$ cat src/rtl/csa_pipe_adder.sv
// rtl/csa_pipe_adder.sv - pipelined carry-select adder/subtractor with valid/ready handshakes
//
// Purpose: adds (sub=0: a+b+c_in) or subtracts (sub=1: a+~b+1) two WIDTH-bit
// operands, resolving one SEG-bit segment per pipeline stage. Each stage
// precomputes the segment sum for carry-in 0 and 1 and lets the carry from the
// previous stage pick one. Latency is NSEG cycles; throughput is one op/cycle.
//
// Ports:
//   clk, rst             rising-edge clock, asynchronous active-high reset
//   in_valid / in_ready  input handshake for a, b, c_in, sub
//   a, b                 WIDTH-bit operands
//   c_in                 carry-in (ignored when sub=1)
//   sub                  0 = add, 1 = subtract
//   out_valid/out_ready  output handshake for sum, c_out, ovf
//   sum                  WIDTH-bit result
//   c_out                carry out of the MSB (sub mode: 1 = no borrow)
//   ovf                  two's-complement overflow

module csa_pipe_adder #(
    parameter int WIDTH = 64,
    parameter int SEG   = 16
) (
    input  logic             clk,
    input  logic             rst,
    input  logic             in_valid,
    output logic             in_ready,
    input  logic [WIDTH-1:0] a,
    input  logic [WIDTH-1:0] b,
    input  logic             c_in,
    input  logic             sub,
    output logic             out_valid,
    input  logic             out_ready,
    output logic [WIDTH-1:0] sum,
    output logic             c_out,
    output logic             ovf
);

    localparam int NSEG = WIDTH / SEG;
    localparam int LAST = NSEG - 1;

    generate
        if (WIDTH % SEG != 0) begin : g_bad_seg
            $error("csa_pipe_adder: WIDTH must be a multiple of SEG");
        end
    endgenerate

    logic             advance;
    logic             accept;

    logic [NSEG-1:0]  valid_q, valid_d;
    logic [NSEG-1:0]  carry_q, carry_d;
    logic [WIDTH-1:0] opa_q [NSEG];
    logic [WIDTH-1:0] opa_d [NSEG];
    logic [WIDTH-1:0] opb_q [NSEG];
    logic [WIDTH-1:0] opb_d [NSEG];
    logic [WIDTH-1:0] res_q [NSEG];
    logic [WIDTH-1:0] res_d [NSEG];

    // Per-stage carry-in, partially resolved result, and the two candidate sums.
    logic [NSEG-1:0]  cin_s;
    logic [WIDTH-1:0] base_s [NSEG];
    logic [SEG:0]     sum0_s [NSEG];
    logic [SEG:0]     sum1_s [NSEG];

    always_comb begin
        advance  = !valid_q[LAST] || out_ready;
        in_ready = advance && !rst;
        accept   = in_valid && in_ready;

        cin_s   = '0;
        valid_d = '0;
        carry_d = '0;
        for (int k = 0; k < NSEG; k++) begin
            if (k == 0) begin
                // Subtract is folded into stage 0: b is inverted once here and
                // the forced carry-in of 1 completes the two's complement.
                opa_d[k]   = a;
                opb_d[k]   = sub ? ~b : b;
                cin_s[k]   = sub ? 1'b1 : c_in;
                base_s[k]  = '0;
                valid_d[k] = accept;
            end else begin
                opa_d[k]   = opa_q[k-1];
                opb_d[k]   = opb_q[k-1];
                cin_s[k]   = carry_q[k-1];
                base_s[k]  = res_q[k-1];
                valid_d[k] = valid_q[k-1];
            end

            sum0_s[k] = {1'b0, opa_d[k][k*SEG +: SEG]} + {1'b0, opb_d[k][k*SEG +: SEG]};
            sum1_s[k] = {1'b0, opa_d[k][k*SEG +: SEG]} + {1'b0, opb_d[k][k*SEG +: SEG]}
                        + {{SEG{1'b0}}, 1'b1};

            res_d[k]                  = base_s[k];
            res_d[k][k*SEG +: SEG]    = cin_s[k] ? sum1_s[k][SEG-1:0] : sum0_s[k][SEG-1:0];
            carry_d[k]                = cin_s[k] ? sum1_s[k][SEG] : sum0_s[k][SEG];
        end
    end

    always_ff @(posedge clk or posedge rst) begin
        if (rst) begin
            valid_q <= '0;
            carry_q <= '0;
            for (int k = 0; k < NSEG; k++) begin
                opa_q[k] <= '0;
                opb_q[k] <= '0;
                res_q[k] <= '0;
            end
        end else if (advance) begin
            valid_q <= valid_d;
            carry_q <= carry_d;
            for (int k = 0; k < NSEG; k++) begin
                opa_q[k] <= opa_d[k];
                opb_q[k] <= opb_d[k];
                res_q[k] <= res_d[k];
            end
        end
    end

    assign out_valid = valid_q[LAST];
    assign sum       = res_q[LAST];
    assign c_out     = carry_q[LAST];
    // Carry into the MSB is recovered from the registered final-stage MSB bits
    // (a ^ b' ^ sum); overflow is that carry XOR the carry out.
    assign ovf       = opa_q[LAST][WIDTH-1] ^ opb_q[LAST][WIDTH-1]
                       ^ res_q[LAST][WIDTH-1] ^ carry_q[LAST];

endmodule

$ cat config.mk
export PLATFORM = sky130hd
export DESIGN_NAME = csa_pipe_adder
export DESIGN_NICKNAME = d
export VERILOG_FILES = /design/src/rtl/csa_pipe_adder.sv
export SDC_FILE = /design/constraint.sdc
export NUM_CORES = 1
export LEC_CHECK = 0
export ABC_AREA = 1
export ABC_CLOCK_PERIOD_IN_PS = 13900
export CAP_MARGIN = 25
export CORE_MARGIN = 2
export CORE_UTILIZATION = 55
export DETAILED_ROUTE_END_ITERATION = 10
export DONT_BUFFER_PORTS = 1
export PLACE_DENSITY = 0.77
export SYNTH_ARGS = -nofsm -noshare
export SYNTH_HDL_FRONTEND = slang
export SYNTH_SLANG_ARGS = --single-unit
$ cat constraint.sdc
create_clock -name clk -period 13.9 [get_ports clk]
set_input_delay 1.39 -clock clk [delete_from_list [all_inputs] [get_ports clk]]
set_output_delay 1.39 -clock clk [all_outputs]
set_load 0.01 [all_outputs]
# --- After elaboration in Yosys (flattened, before gate mapping) ---
# Cells that the tools add are included.
word_totals:
  wordCells: 41
  inputBits: 134
  reg_bits: 680
  out_inout_bits: 68
classes:
  n_reduce_logical: 5
  muxes: 10
  n_bitwise: 4
  addsub: 8
op_table:
  columns: ["op", "n"]
  rows:
  - ["adder 16 x 16 -> 17 bit", 4]
  - ["adder 17 x 1 -> 17 bit (second input constant)", 4]
  - ["two-way mux 16 bit", 4]
  - ["two-way mux 64 bit", 1]
  - ["NOT 64 bit", 1]
  - ["two-way mux 1 bit", 5]
  - ["XOR 1 bit", 3]
  - ["logical AND 1 bit", 2]
  - ["logical NOT 1 bit", 2]
  - ["logical OR 1 bit", 1]

# --- Logic depth before layout (Yosys ltp) ---
# Gate-level depths: netlist of run 1.
logic_depth:
  depth_word: 5
  mapped_depth: 21

# --- Least setup slack after synthesis of run 1 ---
# No wires, ideal clock.
synth_path:
  path_kind: "input port to flip-flop"
  from: "input port sub"
  to: "register carry_q[0]"
  t_required_ns: 13.783
  t_arrival_ns: 4.197
  setup_ns: 0.117
  cell_stages: 17
  path_slack_ns: 9.585
  cell_sequence: "clkbuf_1 buf_1 xor2_1 ha_1 inv_1 fa_1 inv_1 ha_1 nand2_1 nor2_1 nand3_2 nor2_2 nand4_2 nor2_1 nand3_1 nand3_1 nand2_1"
synth_via:
  elab_chain_cells: 4
synth_lines:
  columns: ["item", "line_no", "rtl"]
  rows:
  - ["from (decl)", "30", "input logic sub,"]
  - ["two-way mux 64 bit", "78", "opb_d[k] = sub ? ~b : b;"]
  - ["adder 16 x 16 -> 17 bit", "90, 91", null]
  - ["adder 17 x 1 -> 17 bit", "92", "+ {{SEG{1'b0}}, 1'b1};"]
  - ["two-way mux 1 bit *", "96", "carry_d[k] = cin_s[k] ? sum1_s[k][SEG] : sum0_s[k][SEG];"]
  - ["to (signal assigned)", "111", "carry_q <= carry_d;"]
  - ["to (decl)", "51", "logic [NSEG-1:0] carry_q, carry_d;"]
# Mark *: on every way between the ends. The rest lies on a longest branch, timed or not.
# A chain may end at the register's enable or synchronous reset.

# --- Final worst setup path of run 1 ---
layout_path:
  from: "input port out_ready"
  to: "register res_q (netlist bit base_s[138])"
layout_via:
  elab_chain_cells: 1
layout_lines:
  columns: ["item", "line_no", "rtl"]
  rows:
  - ["from (decl)", "32", "input logic out_ready,"]
  - ["logical OR 1 bit", "66", "advance = !valid_q[LAST] || out_ready;"]
  - ["to (signal, indexed assignment)", "115", "res_q[k] <= res_d[k];"]
  - ["to (decl)", "56", "logic [WIDTH-1:0] res_q [NSEG];"]
# Every way passes these cells.

==> impl_metrics.env, run 1 <==
export IMPL_status="completed"
export IMPL_max_freq_mhz=259
export IMPL_routedWlPerCell_um=14.4
export IMPL_drt_iter0_markers=1000
export IMPL_cts_root_buffer="clkbuf_16"
export IMPL_critPathLaunchType="input pin"
export IMPL_synth_most_common_cell="nand2_1"
export IMPL_dpl_cell_area_sq_um=19800
export IMPL_setup_viol=0
export IMPL_critPathMaxFanout=239
export IMPL_die_area_sq_um=37000
export IMPL_slew_violations=0
export IMPL_worst_r2r_setup_slack_ns=10.40
export IMPL_period_share_pct=27.8
export IMPL_nFillCells=3090
export IMPL_first_pass_iters=5
export IMPL_synth_nets=2811
export IMPL_critical_path_arrival_ns=4.25
export IMPL_gp_congestion=0.872
export IMPL_viasPerCell=5.21
export IMPL_clk_latency_ns=0.55
export IMPL_cts_buffer_depth=3
export IMPL_worstPathRequired_ns=14.29
export IMPL_r2r_end="base_s[138]"
export IMPL_cts_made_buffers=39
export IMPL_cp_end_kind="register"
export IMPL_crit_chain="nor2_4, buf_12, buf_4, buf_4, nor2_1, o21ai_0, o21ai_0"
export IMPL_nNetsFinal=2774
export IMPL_ant_nets=0
export IMPL_ir_drop_mv=0.127
export IMPL_synth_seq_cells=362
export IMPL_num_rows=68
export IMPL_synth_area_sq_um=19500
export IMPL_drc=0
export IMPL_worstSetupStartpoint="out_ready"
export IMPL_gr_usage_all_layers_pct=24.2
export IMPL_io_buffers=0
export IMPL_area_growth_pct=8.44
export IMPL_core_sq_um=34700
export IMPL_synthArstFlopShare_pct=100
export IMPL_ys_types=40
export IMPL_die_y_um=192
export IMPL_pre_cts_slack_ns=9.54
export IMPL_r2r_start="valid_q[3]"
export IMPL_antenna_found_initial=2
export IMPL_setup_tns_ns=0
export IMPL_pwr_density_cell_nw_per_um2=243
export IMPL_crit_cells=7
export IMPL_clock_sinks=362
export IMPL_htreeDepth=2
export IMPL_fin_area_sq_um=21200
export IMPL_hold_viol=0
export IMPL_die_w_um=192
export IMPL_initial_utilization_pct=56.2
export IMPL_seq_area_frac_synth_pct=46.4
export IMPL_tightest_slew_ns=1.02
export IMPL_slowest_stage="buf_4"
export IMPL_cts_hold_buffers=0
export IMPL_rsz0062_at_grt="false"
export IMPL_yosys_area_top_type="dfrtp_1"
export IMPL_boundaryPins=202
export IMPL_grt_pass1_vias=15100
export IMPL_synthTopCellsByArea="dfrtp_1, nand2_1, inv_1"
export IMPL_grt_ovfl_total=0
export IMPL_crit_buf_inv=3
export IMPL_yosys_warnings=0
export IMPL_max_stage_delay_ns=0.88
export IMPL_drv_cap=0
export IMPL_postCtsSetupBuffers=0
export IMPL_drive_gt1_share_pct=5.32
export IMPL_path_clk_slew_ns=0.06
export IMPL_syn_area_per_cell_sq_um=7.50
export IMPL_min_period_ns=3.86
export IMPL_wl_um=44000
export IMPL_dp_hpwl_um=31200
export IMPL_ys_flop_type="dfrtp_1"
export IMPL_ys_top_cells_by_count="nand2_1, dfrtp_1, inv_1, o21ai_0, nand3_1"
export IMPL_synth_top_cell_area_share_pct=46.4
export IMPL_skew_ns=0.0133
export IMPL_critical_path_top_delay_family="buffers and inverters"
export IMPL_grt_max_degree=240
export IMPL_synthCells=2603
export IMPL_relSlewSlack_pct=31.7
export IMPL_fin_ws_ns=10.04
export IMPL_ff2ff_path_depth=8
export IMPL_synth_edf_count=0
export IMPL_endpoint="base_s[138]"
export IMPL_worstHoldPathType="register to register"
export IMPL_post_cts_resized=0
export IMPL_grt_pass1_wl_um=72900
export IMPL_worstSetupPathType="input pin to register"
export IMPL_vias=15900
export IMPL_tritoncts="done"
export IMPL_static_leakage_power_nw=11.1
## where the power goes
group | total [mW] | internal (mW) | switching, mW
sequential | 1.86 | 1.51 | 0.347
combinational | 2.25 | 0.756 | 1.49
clock | 1.04 | 0.630 | 0.415
## tightest hold or removal path, stage by stage, from the launching register on
cell	delay, ns
dfrtp_1	0.32
inv_1	0.05
nand2_1	0.05
## area by class of cell
cell class                 count  area (sq um)  area share, %
sequential                   362          9060           42.8
clock buffer                  54          1140           5.41
clock inverter                13           163          0.769
tap                          455           569           2.69
antenna                        1          2.50         0.0118
inverter                     281          1070           5.06
timing repair buffer           9           120          0.568
multi-input combinational   1873          9030           42.7
## flip-flops by register name, indices dropped and copies added, names as in the netlist
name / count
opb_d: 96
base_s: 96
sum: 64
opb_q: 1
opa_q: 1
opa_d: 96
valid_q: 4
carry_q: 4
## worst min-delay path by stage
stage                     from          to  slack [ns]  cells past startpoint
floorplan           valid_q[2]  valid_q[3]        0.42                      2
global placement    valid_q[2]  valid_q[3]        0.43                      2
detailed placement  valid_q[2]  valid_q[3]        0.44                      2
CTS                 valid_q[2]  valid_q[3]        0.45                      2
global route        valid_q[2]  valid_q[3]        0.47                      2
finish              valid_q[2]  valid_q[3]        0.45                      2
## per-stage QoR
step                      power [mW]  instances  util [%]  hold WS (ns)
after CTS                       5.18       3046      60.9         0.449
after global routing            5.64       3048      61.0         0.467
after detailed placement        4.10       2979      57.1         0.440
after floorplan                 3.55       2603         -         0.420
after global placement          4.01       2978      57.0         0.430
final                           5.15       3048      61.0         0.451
## metal layers
layer  vias to the layer above  GRT usage, %  routed length [um]
met4                         2          6.22                 879
met1                      7403          34.4               20800
met5                         -             0                  17
li1                       8021             -                   -
met2                       384          37.8               19400
met3                        67          5.27                2850
## cells by family (layout without fill, tap and decap cells)
family / Yosys count / after routing / synth area share (%)
AND/OR/NAND/NOR: 1433 / 1433 / 30.0
buffers and inverters: 368 / 357 / 7.32
flip-flops: 362 / 362 / 46.4
AO/OA/AOI/OAI: 278 / 278 / 7.37
XOR/XNOR: 88 / 88 / 3.99
adder cells (fa/ha/maj): 74 / 74 / 4.90
other: 0 / 1 / 0
## cells in the final DEF (no fill, tap or decap), types with 2 or more instances in the layout
master | Yosys | routed
a21oi_1 | 51 | 51
a22o_1 | 2 | 2
a31oi_1 | 2 | 2
and2_1 | 9 | 9
buf_16 | 0 | 2
buf_4 | 0 | 6
bufinv_16 | 0 | 3
clkbuf_1 | 64 | 5
clkbuf_16 | 0 | 40
clkbuf_8 | 1 | 9
clkinv_2 | 0 | 5
clkinvlp_4 | 0 | 3
dfrtp_1 | 362 | 362
fa_1 | 4 | 4
ha_1 | 70 | 70
inv_1 | 278 | 276
inv_2 | 3 | 3
inv_8 | 0 | 2
nand2_1 | 1112 | 1112
nand2_2 | 22 | 22
nand2_4 | 2 | 2
nand3_1 | 133 | 133
nand3_2 | 8 | 8
nand3b_1 | 2 | 2
nand4_1 | 11 | 11
nor2_1 | 96 | 95
nor2_2 | 18 | 18
nor2_4 | 6 | 7
nor3_1 | 7 | 7
o21ai_0 | 198 | 198
o21ai_1 | 9 | 9
o21bai_1 | 6 | 6
o22ai_1 | 3 | 3
o31ai_1 | 6 | 6
or2_1 | 2 | 2
xnor2_1 | 60 | 60
xor2_1 | 27 | 27
Note: power is estimated with default switching activity, not from simulation.
==> run 2, diff against run 1 <==
Settings changed: ABC_CLOCK_PERIOD_IN_PS 13900 to 4000.
Clock period 13.9 ns to 4 ns, I/O delays scaled along.
==> impl_metrics.env, run 2 (synthesis results as in run 1) <==
export IMPL_num_rows=68
export IMPL_viasPerCell=5.17
export IMPL_grt_pass1_wl_um=74900
export IMPL_drive_gt1_share_pct=5.05
export IMPL_relSlewSlack_pct=35.7
export IMPL_die_area_sq_um=37000
export IMPL_vias=16000
export IMPL_fin_ws_ns=1.41
export IMPL_antenna_found_initial=1
export IMPL_die_y_um=192
export IMPL_ir_drop_mv=0.521
export IMPL_area_growth_pct=10.3
export IMPL_status="completed"
export IMPL_slew_violations=0
export IMPL_pwr_density_cell_nw_per_um2=824
export IMPL_die_w_um=192
export IMPL_rsz0062_at_grt="false"
export IMPL_min_period_ns=2.59
export IMPL_grt_max_degree=243
export IMPL_period_share_pct=64.8
export IMPL_first_pass_iters=6
export IMPL_htreeDepth=2
export IMPL_worstPathRequired_ns=4.42
export IMPL_initial_utilization_pct=56.2
export IMPL_cts_root_buffer="clkbuf_16"
export IMPL_gp_congestion=0.862
export IMPL_cts_made_buffers=39
export IMPL_ant_nets=0
export IMPL_cts_buffer_depth=3
export IMPL_routedWlPerCell_um=14.5
export IMPL_most_common_layout_cells="nand2_1, dfrtp_1, inv_1"
export IMPL_clock_sinks=362
export IMPL_grt_pass1_vias=15300
export IMPL_dpl_cell_area_sq_um=19900
export IMPL_postCtsSetupBuffers=0
export IMPL_core_sq_um=34700
export IMPL_hold_viol=0
export IMPL_boundaryPins=202
export IMPL_io_buffers=0
export IMPL_static_leakage_power_nw=11.3
export IMPL_max_freq_mhz=386
export IMPL_skew_ns=0.0169
export IMPL_tritoncts="done"
export IMPL_cp_end_kind="register"
export IMPL_grt_ovfl_total=0
export IMPL_nNetsFinal=2818
export IMPL_worstHoldPathType="input pin to register"
export IMPL_setup_viol=0
export IMPL_worstSetupPathType="register to register"
export IMPL_tightest_slew_ns=0.965
export IMPL_drv_cap=0
export IMPL_critPathLaunchType="register"
export IMPL_drc=0
export IMPL_gr_usage_all_layers_pct=25.0
export IMPL_pre_cts_slack_ns=1.18
export IMPL_nFillCells=3059
export IMPL_dp_hpwl_um=30900
export IMPL_clk_latency_ns=0.54
export IMPL_critPathMaxFanout=4
export IMPL_drt_iter0_markers=1014
export IMPL_final_common_cell="nand2_1"
export IMPL_fin_area_sq_um=21500
export IMPL_path_clk_slew_ns=0.06
export IMPL_critical_path_arrival_ns=3.01
export IMPL_wl_um=44700
run 2: worst paths after layout:
kind	start	end	slack, ns	cells past startpoint
min in group asynchronous	rst	opa_d[180]	0.37	2
hold / removal	a[33]	opa_d[161]	0.03	2
setup reg to reg	opa_d[144]	base_s[92]	1.41	14
hold reg to reg	valid_q[2]	valid_q[3]	0.45	2
max in group asynchronous	rst	sum[21]	2.42	3
setup / recovery	opa_d[144]	base_s[92]	1.41	14
run 2: where the power goes:
part / switching, mW / internal (mW)
clock network: 1.44 / 2.01
logic: 5.22 / 2.66
registers: 1.16 / 5.25
run 2: routing by layer:
metal / GRT usage [%] / routed length (um) / vias up / part of all wire (%)
met5: 0 / 0 / - / 0
li1: - / - / 8101 / -
met3: 3.91 / 2430 / 70 / 5.4
met1: 35.8 / 21500 / 7439 / 48
met2: 39.4 / 19800 / 353 / 44
met4: 7.22 / 982 / 0 / 2.2
run 2: cell type report:
class	count	area [sq um]	area share (%)
inverters	281	1070	4.95
repair buffers	53	586	2.72
well taps	455	569	2.64
diodes	1	2.50	0.0116
clock inverters	9	51.3	0.238
multi-input cells	1873	9030	42.0
flip-flops and latches	362	9060	42.1
clock buffers	56	1160	5.40
run 2: timing repair:
item                                   CTS  global route
hold buffers                            45             0
endpoints found under the hold margin   60             0
gates resized for setup                  0             0
run 2: per-stage QoR:
step	hold WS, ns	TNS, ns	cells	total power [mW]	util [%]
global route	0.0261	0	3090	19.5	62.0
floorplan	0.420	-454.04	2603	12.3	-
detailed placement	0.329	0	2979	14.2	57.2
CTS	0.000262	0	3089	17.8	62.0
global placement	0.321	0	2979	14.0	57.2
finish	0.0258	0	3090	17.7	62.0
run 2: worst max-delay path: stages (launching register included):
cell     delay [ns]
dfrtp_1        0.39
ha_1           0.27
fa_1           0.55
ha_1           0.16
nand2_1        0.07
nor2_1         0.14
nand2_1        0.09
nor2_2         0.12
nand2_1        0.11
nor2_4         0.13
nand2_2        0.09
nor2_2         0.12
nand2_1        0.07
nand3_1        0.07
o21ai_0        0.07
==> variant 1, RTL diff (config.mk and constraints of run 2) <==
Register the output `ovf`, cleared by the reset; this adds one clock of latency there. The other outputs are not delayed to match.
--- a/src/rtl/csa_pipe_adder.sv
+++ b/src/rtl/csa_pipe_adder.sv
@@ -122,8 +122,13 @@
     assign c_out     = carry_q[LAST];
     // Carry into the MSB is recovered from the registered final-stage MSB bits
     // (a ^ b' ^ sum); overflow is that carry XOR the carry out.
-    assign ovf       = opa_q[LAST][WIDTH-1] ^ opb_q[LAST][WIDTH-1]
-                       ^ res_q[LAST][WIDTH-1] ^ carry_q[LAST];
+    always_ff @(posedge clk or posedge rst) begin
+        if (rst) begin
+            ovf <= '0;
+        end else begin
+            ovf <= opa_q[LAST][WIDTH-1] ^ opb_q[LAST][WIDTH-1] ^ res_q[LAST][WIDTH-1] ^ carry_q[LAST];
+        end
+    end
 
 endmodule
 
Check against the original RTL: not equivalent (Yosys sat finds a counterexample within 10 cycles, from zero or initial values and one cycle with rst high).
==> variant 1 against run 2 <==
Design area rose by 0.49%. Area after synthesis rose by 0.13%. Global-route usage fell by 0.33 points. Critical path depth did not move. Power rose by 0.92%. Worst hold slack improved by 0.0019 ns. Sequential cell count rose by 1. Wire length fell by 1.2%. Core utilization fell by 0.75 points. Setup slack got worse by 0.057 ns. Combinational power barely moved.
==> variant 1: results (changes against run 2) <==
- Status: complete, no violations
- Sw frac: 43.75% (-0.34 points)
- Leakage Power: 11.32 nW (+0.45%)
- Total track usage: 24.64% (-0.33 points)
- Root buffer cell: clkbuf_16
- Fillers: 3,168 (+3.6%)
- Worst path slowest cell: fa_1
- Most frequent cells after synthesis: nand2_1 (1,112), dfrtp_1 (363), inv_1 (278), o21ai_0 (198), nand3_1 (133)
- Max clock buf depth: 3 (unchanged)
- Max VDD drop: 0.5291 mV (+1.6%)
- Vias in the first global route: 15,505 (+1.4%)
- DRT iter0 DRCs: 835 (-18%)
- Max-Cap Viols: 0 (unchanged)
- Worst Skew: 0.01994 ns (+0.003008 ns)
- Slew margin rel.: 34.35% (-1.3 points)
- PostCTS Resize Cnt: 0 (unchanged)
- Synth warn: 0 (unchanged)
- Synth unique cells: 40 (unchanged)
- Top cell family by delay on the critical path: simple AND/OR/NAND/NOR gates
- Post-Syn Nets: 2,812 (+0.036%)
- Placed wire-length estimate: 30,760 µm (-0.34%)
- Vias per cell: 5.159 (-0.14%)
- Largest net degree at the start of global routing: 224 (-7.8%)
- Initial antenna violation count: 1 (unchanged)
- Post-synthesis sequential area ratio: 46.50% (+0.069 points)
- HP Class: primary input to register
- TritonCTS Buffers: 39 (unchanged)
- Share of cells above drive strength 1: 5.229% (+0.18 points)
- DP Area: 19,890 µm² (+0.14%)
- Ys flop type: dfrtp_1
- Post-synth ARST share: 100.0% (unchanged)
- DR pass1 iterations: 5 (-1)
- Worst-path clk slew: 0.06 ns (about the same)
- Hold-fix buffers, CTS: 45 (unchanged)
- Top post-synthesis cells by area: dfrtp_1 (46%), nand2_1 (21%), inv_1 (5.3%)
- Crit path DAT: 3.07 ns (+0.06 ns)
- WL/cell: 14.25 µm (-1.5%)
- GPL Wtd Cong: 0.8599 (-0.22%)
- First-pass GRT wire length: 74,400 µm (-0.71%)
## variant 1: metrics by stage
stage / cells / total power, mW / setup slack, ns
after floorplan: 2604 / 12.34 / -1.268
after global placement: 2987 / 13.95 / 1.234
after detailed placement: 2987 / 14.24 / 1.154
after CTS: 3100 / 17.98 / 1.367
after global routing: 3101 / 19.63 / 1.047
final: 3101 / 17.90 / 1.351
## variant 1: final timing paths
check                                         end  depth (start not counted)              startpoint  slack (ns)
setup / recovery           base_s[92]$_DFFE_PP0N_                         14  opa_d[144]$_DFFE_PP0N_        1.35
setup reg to reg           base_s[92]$_DFFE_PP0N_                         14  opa_d[144]$_DFFE_PP0N_        1.35
max in group asynchronous  opa_d[106]$_DFFE_PP0N_                          3                     rst        2.48
min in group asynchronous  opa_d[188]$_DFFE_PP0N_                          2                     rst        0.37
hold reg to reg                sum[0]$_DFFE_PP0N_                          2   base_s[0]$_DFFE_PP0N_        0.46
hold / removal             opa_d[162]$_DFFE_PP0N_                          2                   a[34]        0.03
## variant 1: per-layer routing
metal | routed length [µm] | up-vias | global-route usage [%]
li1 | - | 8112 | -
met1 | 20640 | 7448 | 34.18
met4 | 1173 | 0 | 7.604
met3 | 2160 | 78 | 3.946
met5 | 0 | - | 0
met2 | 20210 | 360 | 39.86
## variant 1: layout make-up
type	instances	area (µm²)	share of cell area [%]
Inverter	281	1066	4.928
Tap cell	461	576.8	2.666
Antenna cell	1	2.502	0.01157
Timing Repair Buffer	54	580.6	2.684
Multi-Input combinational cell	1873	9031	41.75
Sequential cell	363	9084	41.99
Clock buffer	56	1161	5.367
Clock inverter	12	131.4	0.6073
## variant 1: power groups by stage
stage	Clock (mW)	Combinational (mW)	Sequential, mW
2_1_floorplan	0	6.23	6.11
3_3_place_gp	0	7.54	6.41
3_5_place_dp	0	7.78	6.46
4_1_cts	3.69	7.87	6.41
5_1_grt	3.84	9.19	6.61
6_report	3.61	7.88	6.41
## variant 1: logic make-up (layout without fill, tap and decap cells)
family                     count (synthesis)  count (layout)  share of synthesized area, %
and+or+nand+nor                         1433            1433                         29.95
buffers and inverters                    368             403                         7.314
DFF                                      363             363                         46.50
AOI/OAI and AO/OA                        278             278                         7.359
xor gates and xnor gates                  88              88                         3.984
adders and majority gates                 74              74                         4.893
other                                      0               1                             0
## variant 1: worst reg2reg max path, cell delays in order, from the launching register on
cell and delay (ns):
dfrtp_1 0.38, ha_1 0.27, fa_1 0.56, ha_1 0.16, nand2_1 0.07, nor2_1 0.16
nand2_1 0.10, nor2_2 0.12, nand2_1 0.11, nor2_4 0.12, nand2_2 0.10, nor2_2 0.13
nand2_1 0.07, nand3_1 0.08, o21ai_0 0.08
==> variant 2, RTL diff (config.mk and constraints of run 2) <==
Without the edit above. `SEG`: 16 -> 32.
--- a/src/rtl/csa_pipe_adder.sv
+++ b/src/rtl/csa_pipe_adder.sv
@@ -18,7 +18,7 @@
 
 module csa_pipe_adder #(
     parameter int WIDTH = 64,
-    parameter int SEG   = 16
+    parameter int SEG   = 32
 ) (
     input  logic             clk,
     input  logic             rst,
Function: changed (a bounded check fails within 4 cycles, from zero or initial values and one cycle with rst high).
==> variant 2 against run 2 <==
Power is 58% lower. Clock skew fell by 0.0051 ns. Cell count fell by 16%. Via count shrank 15%. Setup slack worse by 0.50 ns. Wire length is 15% lower. Design area shrank 30%. Sequential cell count down 196. Area after synthesis fell by 27%. Critical path type unchanged. Largest power group unchanged.
==> variant 2: results (changes against run 2) <==
- Worst Skew: 0.01183 ns (-0.005101 ns)
- Initial antenna violation count: 0 (-1)
- Total track usage: 28.40% (+3.4 points)
- Pre-CTS setup slack: 0.9130 ns (-0.2670 ns)
- DRT Wirelength: 37,850 µm (-15%)
- Crit path to: sum[48]$_DFFE_PP0N_
- Max-Cap Viols: 0 (unchanged)
- Critical path class: register to register
- Slew margin rel.: 45.06% (+9.4 points)
- DR pass1 iterations: 5 (-1)
- Max clock buf depth: 2 (-1)
- Largest net degree at the start of global routing: 230 (-5.3%)
- Number of H-tree levels: 4 (+2)
- Top post-synthesis cells by area: dfrtp_1 (29%), nand2_1 (25%), inv_1 (8.2%)
- Net switching power: 3.459 mW (-56%)
- Share of cells above drive strength 1: 7.466% (+2.4 points)
- DP Area: 14,500 µm² (-27%)
- Mapped Cells: 2,283 (-12%)
- Leakage Power: 8.351 nW (-26%)
- First-pass GRT wire length: 61,440 µm (-18%)
- TritonCTS Buffers: 17 (-56%)
- Crit path DAT: 3.36 ns (+0.35 ns)
- HP Class: primary input to register
- Cell count after placement: 2,574 (-14%)
- Vias in the first global route: 12,792 (-16%)
- Reg2Reg Depth: 14 (unchanged)
- Antenna diode count: 0 (-1)
- Ys flop type: dfrtp_1
- Root buffer cell: clkbuf_16
- Critical path origin: opa_d[32]$_DFFE_PP0N_
- Reg-to-reg startpoint: opa_d[32]$_DFFE_PP0N_
- Post-Syn Nets: 2,486 (-12%)
- Setup slack after layout: 0.9118 ns (-0.4963 ns)
- Max VDD drop: 0.2658 mV (-49%)
- WL/cell: 14.52 µm (+0.34%)
- Synth unique cells: 41 (+2.5%)
- Clock Latency Late Sink: 0.43 ns (-0.11 ns)
- Max reg flops: 64
- IO Port Bufs: 0 (unchanged)
- GPL Wtd Cong: 0.9715 (+13%)
- Post-synthesis sequential area ratio: 29.28% (-17 points)
- Status: complete, no violations
- DRT iter0 DRCs: 836 (-18%)
- Most frequent cells after synthesis: nand2_1 (959), inv_1 (311), nand3_1 (177), dfrtp_1 (166), nor2_1 (134)
- Synth warn: 0 (unchanged)
- Crit path max fanout: 4 (unchanged)
- Setup bufs post-CTS: 0 (unchanged)
- Worst Hold Path Cells: 2 (unchanged)
- Post-synth ARST share: 100.0% (unchanged)
- PostCTS Resize Cnt: 0 (unchanged)
- Vias per cell: 5.218 (+1.0%)
- Worst-path clk slew: around 0.07 ns
- Placed wire-length estimate: 30,390 µm (-1.5%)
## variant 2: changes by cell type in the layout (fill, tap and decap cells not counted), sizes merged, moves of 7 or more
cell,before,now
and2,10,3
clkbuf,56,18
dfrtp,362,166
dlygate4sd3,45,1
inv,280,344
nand2,1136,1005
nand3,141,190
nand4,12,22
nor2,120,170
nor3,7,17
o21ai,207,98
xnor2,60,36
xor2,28,49
## variant 2: cells by family after synthesis
logic type | after synthesis | synth area share [%]
DFF | 166 | 29.28
xor gates and xnor gates | 85 | 5.248
adders and majority gates | 69 | 6.192
AOI/OAI and AO/OA | 158 | 5.831
and+or+nand+nor | 1419 | 43.17
buffers and inverters | 386 | 10.28
## variant 2: power by group through the flow
stage	Clock, mW	Combinational, mW	Sequential, mW
CTS	1.70	3.17	2.60
finish	1.68	3.17	2.59
global route	1.78	3.63	2.64
floorplan	0	2.47	2.47
global placement	0	3.07	2.62
detailed placement	0	3.15	2.63
## variant 2: worst min path at each step
| stage | start | endpoint | slack (ns) |
|---|---|---|---|
| 6_report | a[59] | opa_d[59]$_DFFE_PP0N_ | 0.07 |
| 5_1_grt | a[60] | opa_d[60]$_DFFE_PP0N_ | 0.07 |
| 4_1_cts | a[59] | opa_d[59]$_DFFE_PP0N_ | 0.07 |
| 2_1_floorplan | valid_q[0]$_DFFE_PP0N_ | valid_q[1]$_DFFE_PP0N_ | 0.42 |
| 3_3_place_gp | rst | valid_q[0]$_DFFE_PP0N_ | 0.26 |
| 3_5_place_dp | rst | valid_q[1]$_DFFE_PP0N_ | 0.27 |
## variant 2: final cells by class
cell class / instances / area, µm²
flip-flops and latches: 166 / 4154
repair buffers: 6 / 72.57
multi-input cells: 1731 / 8581
well taps: 330 / 412.9
clock buffers: 18 / 439.2
clock inverters: 14 / 175.2
inverters: 342 / 1289
fillers: 2502 / 10130
## variant 2: critical path, stage by stage (launching register included)
cell and delay, ns:
dfrtp_1 0.38, ha_1 0.26, fa_1 0.58, ha_1 0.17
nand2_1 0.08, nor2_2 0.15, nand3_1 0.11, nor2_1 0.16
inv_1 0.09, nor2_2 0.13, nand3_1 0.09, nor2_1 0.13
nand2_1 0.14, xor2_1 0.30, o21ai_0 0.14
## variant 2: timing repair
action                     in CTS  in global routing
hold buffers                    1                  0
setup endpoints to repair       0                  0
hold endpoints to repair       13                  0
## variant 2: routing by layer
layer / routed length [µm] / GRT usage, %
met1: 16060 / 34.31
met2: 18590 / 50.76
met3: 1607 / 3.189
met4: 1591 / 12.85
met5: 0 / 0
